### config.mk
export PLATFORM = sky130hd
export DESIGN_NAME = alu_seq_divider
export DESIGN_NICKNAME = d
export VERILOG_FILES = /design/src/rtl/alu_seq_divider_pkg.sv /design/src/rtl/alu_seq_divider_div_step.sv /design/src/rtl/alu_seq_divider.sv
export SDC_FILE = /design/constraint.sdc
export NUM_CORES = 1
export LEC_CHECK = 0
export CAP_MARGIN = 0
export CORE_AREA = 2 2 155 157
export CTS_CLUSTER_SIZE = 30
export DETAILED_ROUTE_END_ITERATION = 10
export DIE_AREA = 0 0 157 159
export GPL_TIMING_DRIVEN = 0
export HOLD_SLACK_MARGIN = 0.06
export PLACE_DENSITY_LB_ADDON = 0.08
export RECOVER_POWER = 25
export SYNTH_ARGS = -nofsm -noshare
export SYNTH_HDL_FRONTEND = slang
export SYNTH_SLANG_ARGS = --single-unit
### constraint.sdc
create_clock -name clk -period 4.68 [get_ports clk]
set_input_delay 1.17 -clock clk [delete_from_list [all_inputs] [get_ports clk]]
set_output_delay 1.17 -clock clk [all_outputs]
set_load 0.01 [all_outputs]
### src/rtl/alu_seq_divider_pkg.sv
// Shared definitions for the ALU DIV path: FSM state encoding and result-stream slice index.
// Latency: n/a (definitions only).
// Backpressure: n/a.
package alu_seq_divider_pkg;

  // Divider FSM states, 2-bit encoding.
  typedef enum logic [1:0] {
    S_IDLE = 2'd0,
    S_RUN  = 2'd1,
    S_FIX  = 2'd2,
    S_DONE = 2'd3
  } div_state_t;

  // Position of the DIV slice in the ALU result stream. The control unit
  // and the one-hot result selector index the stream with the same value.
  localparam int ALU_DIV_SLICE = 3;

endpackage

### src/rtl/alu_seq_divider_div_step.sv
// One radix-2 restoring division iteration on unsigned magnitudes.
// Latency: combinational.
// Backpressure: none; the caller decides when to register the outputs.
//
// Ports:
//   rem, q   - current partial remainder and quotient/dividend shift register
//   dvs      - divisor magnitude (unsigned, nonzero)
//   rem_nxt  - partial remainder after this step
//   q_nxt    - quotient register after this step (new quotient bit in LSB)
module div_step #(
  parameter int BITS = 32
) (
  input  logic [BITS-1:0] rem,
  input  logic [BITS-1:0] q,
  input  logic [BITS-1:0] dvs,
  output logic [BITS-1:0] rem_nxt,
  output logic [BITS-1:0] q_nxt
);

  logic [BITS:0]   shifted;
  logic [BITS-1:0] diff;
  logic            ge;

  always_comb begin
    // {rem,q} shifted left by one; the top bit of q moves into rem.
    shifted = {rem, q[BITS-1]};
    ge      = (shifted >= {1'b0, dvs});
    // When the trial is kept, the true difference is below dvs and so fits
    // in BITS bits; the modulo-2^BITS subtraction is exact in that case.
    diff    = shifted[BITS-1:0] - dvs;
    rem_nxt = ge ? diff : shifted[BITS-1:0];
    q_nxt   = {q[BITS-2:0], ge};
  end

endmodule

### src/rtl/alu_seq_divider.sv
// Multi-cycle signed divider for the ALU DIV op, producing {remainder, quotient}.
// Latency: done pulses BITS+2 edges after the accept edge; 1 edge for divide-by-zero.
// Backpressure: start is only honoured in IDLE; starts while busy are dropped.
//
// Ports:
//   clk          - rising-edge clock
//   clr_n        - asynchronous active-low reset
//   start        - division request, sampled in IDLE
//   dividend     - signed numerator, captured on accepted start
//   divisor      - signed denominator, captured on accepted start
//   busy         - operation in progress
//   done         - one-cycle completion pulse; result valid from this cycle
//   div_by_zero  - flag of the last completed operation
//   result       - {remainder, quotient}, registered and held until next completion
module alu_seq_divider
  import alu_seq_divider_pkg::*;
#(
  parameter int BITS = 32
) (
  input  logic              clk,
  input  logic              clr_n,
  input  logic              start,
  input  logic [BITS-1:0]   dividend,
  input  logic [BITS-1:0]   divisor,
  output logic              busy,
  output logic              done,
  output logic              div_by_zero,
  output logic [2*BITS-1:0] result
);

  localparam int CW = (BITS > 1) ? $clog2(BITS) : 1;

  div_state_t      state_q, state_d;
  logic            busy_d, done_d;
  logic [CW-1:0]   cnt_q;
  logic            last_step;

  logic [BITS-1:0] rem_q, quo_q, dvs_mag_q;
  logic [BITS-1:0] rem_step, quo_step;
  logic            sgn_dvd_q, sgn_dvs_q;

  logic [BITS-1:0] dvd_mag, dvs_mag;
  logic [BITS-1:0] quo_fix, rem_fix;
  logic            dvs_zero;

  // Magnitudes as unsigned BITS-bit values: -2^(BITS-1) negates to
  // 2^(BITS-1), which is exact when read as unsigned.
  assign dvd_mag  = dividend[BITS-1] ? -dividend : dividend;
  assign dvs_mag  = divisor[BITS-1]  ? -divisor  : divisor;
  assign dvs_zero = (divisor == '0);

  assign last_step = (cnt_q == CW'(BITS-1));

  // Sign correction: quotient negative when operand signs differ,
  // remainder follows the dividend's sign.
  assign quo_fix = (sgn_dvd_q ^ sgn_dvs_q) ? -quo_q : quo_q;
  assign rem_fix = sgn_dvd_q ? -rem_q : rem_q;

  div_step #(
    .BITS (BITS)
  ) u_step (
    .rem     (rem_q),
    .q       (quo_q),
    .dvs     (dvs_mag_q),
    .rem_nxt (rem_step),
    .q_nxt   (quo_step)
  );

  // Next-state and output decode. busy/done are registered from the
  // current state, so they trail the state by one edge.
  always_comb begin
    state_d = state_q;
    busy_d  = 1'b0;
    done_d  = 1'b0;
    case (state_q)
      S_IDLE: begin
        if (start) begin
          state_d = dvs_zero ? S_DONE : S_RUN;
        end
      end
      S_RUN: begin
        busy_d = 1'b1;
        if (last_step) begin
          state_d = S_FIX;
        end
      end
      S_FIX: begin
        busy_d  = 1'b1;
        state_d = S_DONE;
      end
      S_DONE: begin
        done_d  = 1'b1;
        state_d = S_IDLE;
      end
      default: begin
        state_d = S_IDLE;
      end
    endcase
  end

  always_ff @(posedge clk or negedge clr_n) begin
    if (!clr_n) begin
      state_q     <= S_IDLE;
      busy        <= 1'b0;
      done        <= 1'b0;
      div_by_zero <= 1'b0;
      result      <= '0;
      cnt_q       <= '0;
      rem_q       <= '0;
      quo_q       <= '0;
      dvs_mag_q   <= '0;
      sgn_dvd_q   <= 1'b0;
      sgn_dvs_q   <= 1'b0;
    end else begin
      state_q <= state_d;
      busy    <= busy_d;
      done    <= done_d;
      case (state_q)
        S_IDLE: begin
          if (start) begin
            sgn_dvd_q <= dividend[BITS-1];
            sgn_dvs_q <= divisor[BITS-1];
            rem_q     <= '0;
            quo_q     <= dvd_mag;
            dvs_mag_q <= dvs_mag;
            cnt_q     <= '0;
            // Divide-by-zero skips the iteration; its result is final now.
            if (dvs_zero) begin
              result      <= {dividend, {BITS{1'b1}}};
              div_by_zero <= 1'b1;
            end
          end
        end
        S_RUN: begin
          rem_q <= rem_step;
          quo_q <= quo_step;
          cnt_q <= cnt_q + CW'(1);
        end
        S_FIX: begin
          result      <= {rem_fix, quo_fix};
          div_by_zero <= 1'b0;
        end
        default: begin
        end
      endcase
    end
  end

endmodule

==> results of run 1 <==
-- final timing paths --
path | from | endpoint | slack [ps] | depth (start not counted)
max | divisor[6] | result[52]$_DFFE_PN0P_ | 380 | 10
min | dvs_mag_q[16]$_DFFE_PN0P_ | dvs_mag_q[16]$_DFFE_PN0P_ | 480 | 2
max reg2reg | rem_q[8]$_DFFE_PN0P_ | rem_q[23]$_DFFE_PN0P_ | 660 | 11
min reg2reg | dvs_mag_q[16]$_DFFE_PN0P_ | dvs_mag_q[16]$_DFFE_PN0P_ | 480 | 2
max in group asynchronous | clr_n | quo_q[31]$_DFFE_PN0P_ | 1560 | 1
min in group asynchronous | clr_n | result[7]$_DFFE_PN0P_ | 1570 | 1
-- stage by stage --
stage	cells	hold slack, ps
floorplan	1373	449.8
global placement	1825	463.3
detailed placement	1826	470.1
CTS	1858	483.9
global route	1858	505.5
finish	1858	476.6
-- metal layers --
| layer | share of wire | wire [um] |
|---|---|---|
| met5 | 0 | 0 |
| met4 | 0.042 | 1424 |
| met3 | 0.046 | 1559 |
| met2 | 0.50 | 17090 |
| met1 | 0.41 | 13780 |
-- worst max-delay path: cells and delay by family --
kind	cells	cell delay (ps)
compound gates	2	410
buf+inv	2	830
simple gates	6	2160
-- power breakdown --
part | switching [mW] | leakage, nW | internal [mW]
registers | 0.662 | 2.04 | 2.15
logic | 3.86 | 3.42 | 2.77
clock network | 0.649 | 0.283 | 0.774
-- layout by cell type, fill, tap and decap left out, drive strengths merged, types with 22 or more instances in the layout --
cell,instances
mux2i,22
o22ai,24
xnor2,63
a21oi,78
dfrtp,172
clkdlybuf4s50,132
nor2,77
o31ai,28
o21ai,199
nand2,198
inv,67
xor2,83
ha,42
clkbuf,80
-- layout make-up --
class | instances | area share
well taps | 319 | 0.02879
plain buffers | 78 | 0.02364
inverters | 62 | 0.01678
clock inverters | 13 | 0.009475
repair buffers | 134 | 0.09764
flip-flops and latches | 172 | 0.3104
multi-input cells | 1061 | 0.4806
clock buffers | 19 | 0.03267
-- state kept, by name, summed over array words and instances (netlist names) --
register and count:
state_q 2, busy 1, done 1, rem_q 32, result 64, div_by_zero 1, quo_q 32, cnt_q 5
sgn_dvd_q 1, dvs_mag_q 32, sgn_dvs_q 1
-- kinds of logic (layout without fill, tap and decap cells) --
| group | count (synthesis) | after routing | share of synthesized area |
|---|---|---|---|
| fa+ha+maj | 43 | 43 | 0.04732 |
| flops | 172 | 172 | 0.3733 |
| simple gates | 394 | 394 | 0.1605 |
| xor+xnor | 146 | 146 | 0.1109 |
| mux | 27 | 27 | 0.02398 |
| buf+inv | 140 | 306 | 0.04862 |
| compound gates | 451 | 451 | 0.2353 |
==> impl_metrics.env, run 1 <==
export IMPL_netlist_instances=1373
export IMPL_required_ps=4970
export IMPL_detail_route_antenna_nets=0
export IMPL_met2_usage=0.4846
export IMPL_async_flop_share=1.000
export IMPL_crit_path_start_kind="input port"
export IMPL_crit_path_frequent_cell="or4_4"
export IMPL_setup_violations=0
export IMPL_drt_vias_per_instance=5.747
export IMPL_yosysUniqueCellTypes=69
export IMPL_layout_setup_ws_ps=383.4
export IMPL_root_buffer="clkbuf_16"
export IMPL_antenna_found_initial=0
export IMPL_grt_use_met3=0.02885
export IMPL_design_area_sq_um=13870
export IMPL_antennaDiodeCount=0
export IMPL_hold_viol_final=0
export IMPL_rsz0062_at_grt="false"
export IMPL_critPathKind="in2reg"
export IMPL_p_leak_nw=5.747
export IMPL_busiest_layer="met2"
export IMPL_synth_edf_count=0
export IMPL_cts_sinks=172
export IMPL_cts_tree="done"
export IMPL_met1_usage=0.3269
export IMPL_power_mw=10.86
export IMPL_syn_area_sq_um=11530
export IMPL_multi_input_area_sq_um=6664
export IMPL_boundaryPins=134
export IMPL_drv_slew=105
export IMPL_drt_pass1_iter_count=6
export IMPL_hp_class="reg2reg"
export IMPL_regArea_sq_um=4304
export IMPL_cts_max_path_buffers=2
export IMPL_yosysMostFrequentCell="nand2_1"
export IMPL_status="finished, violations left"
export IMPL_ys_warn_count=0
export IMPL_dieHeight_um=159
export IMPL_path_max_fanout=10
export IMPL_cts_setup_buffers=0
export IMPL_slew_limit_headroom=-0.7768
export IMPL_place_ws_ps=-68.64
export IMPL_cts_hold_buf=0
export IMPL_core_sq_um=23190
export IMPL_grt_max_degree=106
export IMPL_insertion_delay_ps=440
export IMPL_ys_seq_elements=172
export IMPL_synth_area_leader_cell="dfrtp_1"
export IMPL_io_buffers=133
export IMPL_overflow=0
export IMPL_cts_resized_gates=0
export IMPL_skew_ps=8.939
export IMPL_drc_errors=0
export IMPL_tightest_slew_ps=2665
export IMPL_synth_area_leaders="dfrtp_1 (37%), o21ai_0 (8.5%), nand2_1 (6.4%)"
export IMPL_yosysTopAreaCellShare=0.3733
export IMPL_violations="capacitance limit, slew limit"
export IMPL_grt_pass1_vias=10146
export IMPL_ir_worst_vdd_mv=0.3700
export IMPL_die_area_sq_um=24960
export IMPL_ys_flop_type="dfrtp_1"
export IMPL_start_util=0.4971
export IMPL_place_area_sq_um=13290
export IMPL_cts_buffers=17
export IMPL_fin_tns_setup_ps=0
export IMPL_fmax_mhz=232.7
export IMPL_crit_chain="clkdlybuf4s50_1, or4_4, nor3_4, nand3_1, or4_4, nor4_4, a21oi_1, clkbuf_1, nand2_1, o21ai_0"
export IMPL_drt_wl_total_um=33860
export IMPL_final_net_count=1636
export IMPL_synth_net_count=1483
export IMPL_grt_pass1_wl_um=53230
export IMPL_period_share=0.9181
export IMPL_grt_usage=0.2735
export IMPL_seq_area_frac_synth=0.3733
export IMPL_vias=10678
export IMPL_slowest_stage="or4_4"
export IMPL_wl_per_cell_um=18.22
export IMPL_power_density_nw_per_um2=783.4
export IMPL_drive_gt1_frac=0.04353
export IMPL_dieWidth_um=157
export IMPL_nFillCells=2176
export IMPL_fin_util=0.5979
export IMPL_path_clk_slew_ps=70
export IMPL_htree_levels=4
export IMPL_row_count=56
export IMPL_dp_hpwl_um=27040
export IMPL_avgSynthCellArea_sq_um=8.397
export IMPL_cap_violations=1
export IMPL_finalCriticalPeriod_ps=4297
export IMPL_synth_common_cells="nand2_1 (197), o21ai_0 (196), dfrtp_1 (172)"
export IMPL_drtIter0Drc=687
export IMPL_area_growth_syn_to_layout_pct=20.27
export IMPL_worstPathArrival_ps=4590
export IMPL_globalplace_congestion=0.9346
export IMPL_max_stage_delay_ps=590
export IMPL_end_kind="flop"
Power figures use the tool's default switching activity.
==> inputs of run 2 (changes only) <==
--- a/config.mk
+++ b/config.mk
@@ -6,10 +6,10 @@
 export NUM_CORES = 1
 export LEC_CHECK = 0
 export CAP_MARGIN = 0
-export CORE_AREA = 2 2 155 157
+export CORE_AREA = 2 2 144 146
 export CTS_CLUSTER_SIZE = 30
 export DETAILED_ROUTE_END_ITERATION = 10
-export DIE_AREA = 0 0 157 159
+export DIE_AREA = 0 0 146 148
 export GPL_TIMING_DRIVEN = 0
 export HOLD_SLACK_MARGIN = 0.06
 export PLACE_DENSITY_LB_ADDON = 0.08
==> run 2 against run 1 <==
  * The run still ends with capacitance limit, slew limit left
  * Wire length decreased by 1.7%
  * First-iteration DRC count increased by 13%
  * Clock power about the same
  * Combinational power increased by 0.6%
  * Via count increased by 1.2%
  * Count of clock-buffer cells in the layout unchanged
  * Register-to-register slack about the same
  * Final cell count decreased by 2.7%
  * Clock skew increased by 2.1 ps
  * Maximum frequency decreased by 3.5%
  * Worst hold slack improved by 1.1 ps
  * Critical path type unchanged
  * Critical endpoint is now result[54]$_DFFE_PN0P_
  * Highest routed layer unchanged
==> impl_metrics.env, run 2 (synthesis gave the netlist of run 1 again) <==
export IMPL_final_net_count=1636
export IMPL_rsz0062_at_grt="false"
export IMPL_drt_vias_per_instance=5.979
export IMPL_place_area_sq_um=13230
export IMPL_path_max_fanout=10
export IMPL_worstPathArrival_ps=4740
export IMPL_io_buffers=133
export IMPL_clock_power_share=0.131
export IMPL_skew_ps=11.08
export IMPL_vias=10810
export IMPL_root_buffer="clkbuf_16"
export IMPL_stdcell_count=1808
export IMPL_internal_power_mw=5.719
export IMPL_ir_worst_vdd_mv=0.3405
export IMPL_hp_class="reg2reg"
export IMPL_globalplace_congestion=0.9116
export IMPL_layout_setup_ws_ps=226.6
export IMPL_tightest_slew_ps=2514
export IMPL_power_mw=10.89
export IMPL_dieHeight_um=148
export IMPL_cts_sinks=172
export IMPL_violations="capacitance limit, slew limit"
export IMPL_end_kind="flop"
export IMPL_largest_reg_flops=64
export IMPL_grt_max_degree=104
export IMPL_required_ps=4970
export IMPL_area_growth_syn_to_layout_pct=19.72
export IMPL_rr_worst_depth=11
export IMPL_insertion_delay_ps=440
export IMPL_dieWidth_um=146
export IMPL_core_sq_um=20040
export IMPL_cap_violations=1
export IMPL_critPathKind="in2reg"
export IMPL_power_density_nw_per_um2=789.4
export IMPL_regMostFlops="result"
export IMPL_htree_levels=4
export IMPL_p_comb_frac=0.612
export IMPL_start_util=0.5753
export IMPL_dp_hpwl_um=26100
export IMPL_grt_usage=0.3142
export IMPL_r2r_start="rem_q[7]$_DFFE_PN0P_"
export IMPL_fin_tns_setup_ps=0
export IMPL_cts_tree="done"
export IMPL_grt_pass1_vias=10465
export IMPL_wl_per_cell_um=18.41
export IMPL_grt_pass1_wl_um=53900
export IMPL_hp_start="dvs_mag_q[14]$_DFFE_PN0P_"
export IMPL_path_clk_slew_ps=70
export IMPL_slew_limit_headroom=-0.6757
export IMPL_finalCriticalPeriod_ps=4453
export IMPL_antenna_found_initial=0
export IMPL_drtIter0Drc=777
export IMPL_design_area_sq_um=13800
export IMPL_hold_viol_final=0
export IMPL_cts_hold_buf=0
export IMPL_status="finished, violations left"
export IMPL_drt_wl_total_um=33290
export IMPL_hold_depth=2
export IMPL_r2r_end="rem_q[9]$_DFFE_PN0P_"
export IMPL_switching_share=0.4751
export IMPL_drc_errors=0
export IMPL_crit_path_frequent_cell="or4_4"
export IMPL_p_leak_nw=5.737
export IMPL_setup_violations=0
export IMPL_antennaDiodeCount=0
export IMPL_dp_cells=1777
export IMPL_cts_buffers=17
export IMPL_p_sw_mw=5.176
export IMPL_cts_resized_gates=0
export IMPL_final_common_cell="nand2_1"
export IMPL_place_ws_ps=-155.4
export IMPL_max_stage_delay_ps=600
export IMPL_drive_gt1_frac=0.04226
export IMPL_cts_max_path_buffers=2
export IMPL_fmax_mhz=224.5
export IMPL_period_share=0.9516
export IMPL_p_seq_frac=0.257
export IMPL_crit_path_start_kind="input port"
export IMPL_slowest_stage="or4_4"
export IMPL_drt_pass1_iter_count=5
export IMPL_die_area_sq_um=21610
export IMPL_drv_slew=103
export IMPL_detail_route_antenna_nets=0
export IMPL_overflow=0
export IMPL_min_to="dvs_mag_q[14]$_DFFE_PN0P_"
export IMPL_row_count=52
export IMPL_crit_chain="clkdlybuf4s50_1, or4_4, nor3_4, nand3_1, or4_4, nor4_4, a21oi_1, clkbuf_1, nand2_1, o21ai_0"
export IMPL_boundaryPins=134
export IMPL_reg2reg_slack_ps=660
export IMPL_final_cell_mix="nand2_1 (197), o21ai_0 (196), dfrtp_1 (172)"
export IMPL_cts_setup_buffers=0
[run 2: cell count changes in the layout (fill, tap and decap cells not counted)]
cell,change
bufinv_16,+1
clkbuf_1,+1
clkbuf_8,-1
clkinv_4,-3
clkinvlp_4,+2
inv_8,-1
[run 2: worst max-delay path: cells and delay by family]
kind | cells | cell delay, ps
compound gates | 2 | 440
buf+inv | 2 | 880
simple gates | 6 | 2240
[run 2: final cells by class]
type | count | area, sq um
plain buffers | 78 | 327.8
clock buffers | 19 | 442.9
clock inverters | 12 | 138.9
fillers | 1722 | 6237
inverters | 62 | 232.7
multi-input cells | 1061 | 6664
flip-flops and latches | 172 | 4304
well taps | 270 | 337.8
repair buffers | 134 | 1354
[run 2: metrics by stage]
stage / util / hold WS, ps
detailed placement: 0.6602 / 470.2
global route: 0.6887 / 504.4
CTS: 0.6892 / 484.3
floorplan: - / 449.8
global placement: 0.6586 / 462.0
finish: 0.6887 / 477.6
[run 2: how the worst max path moves through the flow]
stage | startpoint | slack, ps | endpoint
4_1_cts | divisor[6] | 310 | result[54]$_DFFE_PN0P_
2_1_floorplan | divisor[6] | 1080 | result[22]$_DFFE_PN0P_
3_3_place_gp | clr_n | -4430 | dvs_mag_q[29]$_DFFE_PN0P_
3_5_place_dp | divisor[6] | -160 | result[54]$_DFFE_PN0P_
6_report | divisor[6] | 230 | result[54]$_DFFE_PN0P_
5_1_grt | divisor[6] | 90 | result[54]$_DFFE_PN0P_
[run 2: routing by layer]
layer,part of all wire,wire length [um],vias up,global-route usage
li1,-,-,5223,-
met1,0.40,13250,5127,0.3766
met2,0.51,17000,369,0.5679
met3,0.050,1659,91,0.03488
met4,0.041,1376,0,0.1471
met5,0,0,-,0
[run 2: power groups by stage]
stage	clock, mW	sequential [mW]	combinational (mW)
after floorplan	0	2.73	4.61
after global placement	0	2.78	6.45
after detailed placement	0	2.80	6.56
after CTS	1.43	2.78	6.60
after global routing	1.49	2.89	7.41
final	1.43	2.80	6.67
==> inputs of run 3 (changes only) <==
--- a/config.mk
+++ b/config.mk
@@ -11,9 +11,9 @@
 export DETAILED_ROUTE_END_ITERATION = 10
 export DIE_AREA = 0 0 146 148
 export GPL_TIMING_DRIVEN = 0
-export HOLD_SLACK_MARGIN = 0.06
 export PLACE_DENSITY_LB_ADDON = 0.08
 export RECOVER_POWER = 25
+export SLEW_MARGIN = 30
 export SYNTH_ARGS = -nofsm -noshare
 export SYNTH_HDL_FRONTEND = slang
 export SYNTH_SLANG_ARGS = --single-unit
==> run 3 against run 2 <==
  * The flow still finishes with violations (capacitance limit, slew limit)
  * Sequential cell count unchanged
  * Clock power shrank 3%
  * Critical path type unchanged
  * Maximum frequency is 0.39% higher
  * Non-clock buffer count rose by 1
  * Register-to-register slack hardly changed
  * Clock skew grew 2.3 ps
  * Highest routed layer unchanged
  * Setup slack better by 17 ps
  * Critical path depth unchanged
  * Wire length rose by 0.11%
  * Largest power group unchanged
  * Via count hardly changed
==> impl_metrics.env, run 3 (synthesis gave the netlist of run 1 again) <==
export IMPL_tightest_slew_ps=1757
export IMPL_fin_tns_setup_ps=0
export IMPL_globalplace_congestion=0.9116
export IMPL_internal_power_mw=5.667
export IMPL_final_common_cell="nand2_1"
export IMPL_row_count=52
export IMPL_final_cell_mix="nand2_1 (197), o21ai_0 (196), dfrtp_1 (172)"
export IMPL_dieHeight_um=148
export IMPL_crit_chain="clkdlybuf4s50_1, or4_4, nor3_4, nand3_1, or4_4, nor4_4, a21oi_1, clkbuf_1, nand2_1, o21ai_0"
export IMPL_final_net_count=1637
export IMPL_path_delay_family="simple AND/OR/NAND/NOR gates"
export IMPL_start_util=0.5753
export IMPL_slowest_stage="or4_4"
export IMPL_p_leak_nw=5.733
export IMPL_drt_wl_total_um=33330
export IMPL_path_max_fanout=10
export IMPL_wl_per_cell_um=18.41
export IMPL_insertion_delay_ps=440
export IMPL_drt_pass1_iter_count=5
export IMPL_grt_pass1_vias=10444
export IMPL_p_sw_mw=5.173
export IMPL_crit_path_start_kind="input port"
export IMPL_ir_worst_vdd_mv=0.3165
export IMPL_hold_viol_final=0
export IMPL_fmax_mhz=225.4
export IMPL_drt_vias_per_instance=5.976
export IMPL_core_sq_um=20040
export IMPL_cts_max_path_buffers=2
export IMPL_path_clk_slew_ps=70
export IMPL_vias=10816
export IMPL_slew_limit_headroom=-0.1714
export IMPL_dp_hpwl_um=26340
export IMPL_dieWidth_um=146
export IMPL_drive_gt1_frac=0.04221
export IMPL_largest_reg_flops=64
export IMPL_cts_tree="done"
export IMPL_status="finished, violations left"
export IMPL_design_area_sq_um=13790
export IMPL_critPathBufInv=2
export IMPL_cts_setup_buffers=0
export IMPL_overflow=0
export IMPL_htree_levels=4
export IMPL_drv_slew=105
export IMPL_finalCriticalPeriod_ps=4436
export IMPL_grt_max_degree=71
export IMPL_regMostFlops="result"
export IMPL_layout_setup_ws_ps=244.1
export IMPL_drc_errors=0
export IMPL_place_area_sq_um=13260
export IMPL_setup_violations=0
export IMPL_cts_buffers=17
export IMPL_detail_route_antenna_nets=0
export IMPL_clock_power_share=0.127
export IMPL_cts_hold_buf=0
export IMPL_io_buffers=133
export IMPL_cts_sinks=172
export IMPL_critPathKind="in2reg"
export IMPL_p_seq_frac=0.259
export IMPL_grt_usage=0.3102
export IMPL_max_stage_delay_ps=600
export IMPL_violations="capacitance limit, slew limit"
export IMPL_boundaryPins=134
export IMPL_cts_resized_gates=0
export IMPL_p_comb_frac=0.614
export IMPL_skew_ps=13.42
export IMPL_period_share=0.9478
export IMPL_antennaDiodeCount=0
export IMPL_grt_pass1_wl_um=53360
export IMPL_end_kind="flop"
export IMPL_hp_class="reg2reg"
export IMPL_cap_violations=2
export IMPL_power_mw=10.84
export IMPL_worstPathArrival_ps=4730
export IMPL_power_density_nw_per_um2=786.4
export IMPL_required_ps=4970
export IMPL_rsz0062_at_grt="false"
export IMPL_drtIter0Drc=702
export IMPL_antenna_found_initial=0
export IMPL_place_ws_ps=-143.1
export IMPL_die_area_sq_um=21610
export IMPL_switching_share=0.4772
export IMPL_root_buffer="clkbuf_16"
export IMPL_area_growth_syn_to_layout_pct=19.58
export IMPL_crit_path_frequent_cell="or4_4"
[run 3: power groups by stage]
| stage | logic [mW] | clock network (mW) | registers [mW] |
|---|---|---|---|
| after global routing | 7.39 | 1.44 | 2.88 |
| after CTS | 6.60 | 1.38 | 2.78 |
| after floorplan | 4.61 | 0 | 2.73 |
| final | 6.66 | 1.38 | 2.80 |
| after global placement | 6.45 | 0 | 2.78 |
| after detailed placement | 6.57 | 0 | 2.81 |
[run 3: area by class of cell]
cell class                      count  area [sq um]
Inverter                           62         232.7
Sequential cell                   172          4304
Fill cell                        1755          6254
Tap cell                          270         337.8
Buffer                             78         327.8
Multi-Input combinational cell   1061          6664
Clock buffer                       20         446.7
Timing Repair Buffer              135          1358
Clock inverter                     12         115.1
[run 3: through the flow]
step	instances	utilization	hold slack (ps)
floorplan	1373	-	449.8
global placement	1776	0.6586	462.0
detailed placement	1778	0.6616	470.7
CTS	1810	0.6896	485.5
global route	1810	0.6879	501.0
finish	1810	0.6879	479.0
[run 3: worst reg2reg max path: stages (launching register included)]
cell and delay (ps):
dfrtp_1 480, ha_1 420, nand3_1 170, or2_2 350, or4_1 500, nor3_1 360
a2111oi_0 170, nand3_1 130, clkbuf_1 390, buf_2 370, nand2_1 300, o21ai_0 300
[run 3: final timing paths]
kind | start | to | slack [ps] | cells past startpoint
min reg2reg | dvs_mag_q[14]$_DFFE_PN0P_ | dvs_mag_q[14]$_DFFE_PN0P_ | 480 | 2
min | dvs_mag_q[14]$_DFFE_PN0P_ | dvs_mag_q[14]$_DFFE_PN0P_ | 480 | 2
min in group asynchronous | clr_n | result[6]$_DFFE_PN0P_ | 1160 | 1
max reg2reg | rem_q[7]$_DFFE_PN0P_ | rem_q[9]$_DFFE_PN0P_ | 650 | 11
max in group asynchronous | clr_n | result[59]$_DFFE_PN0P_ | 1000 | 3
max | divisor[6] | result[54]$_DFFE_PN0P_ | 240 | 10
[run 3: routing by layer]
metal | GRT usage | part of all wire
met3 | 0.04074 | 0.055
met2 | 0.5670 | 0.51
met1 | 0.3642 | 0.39
met4 | 0.1408 | 0.041
met5 | 0 | 0
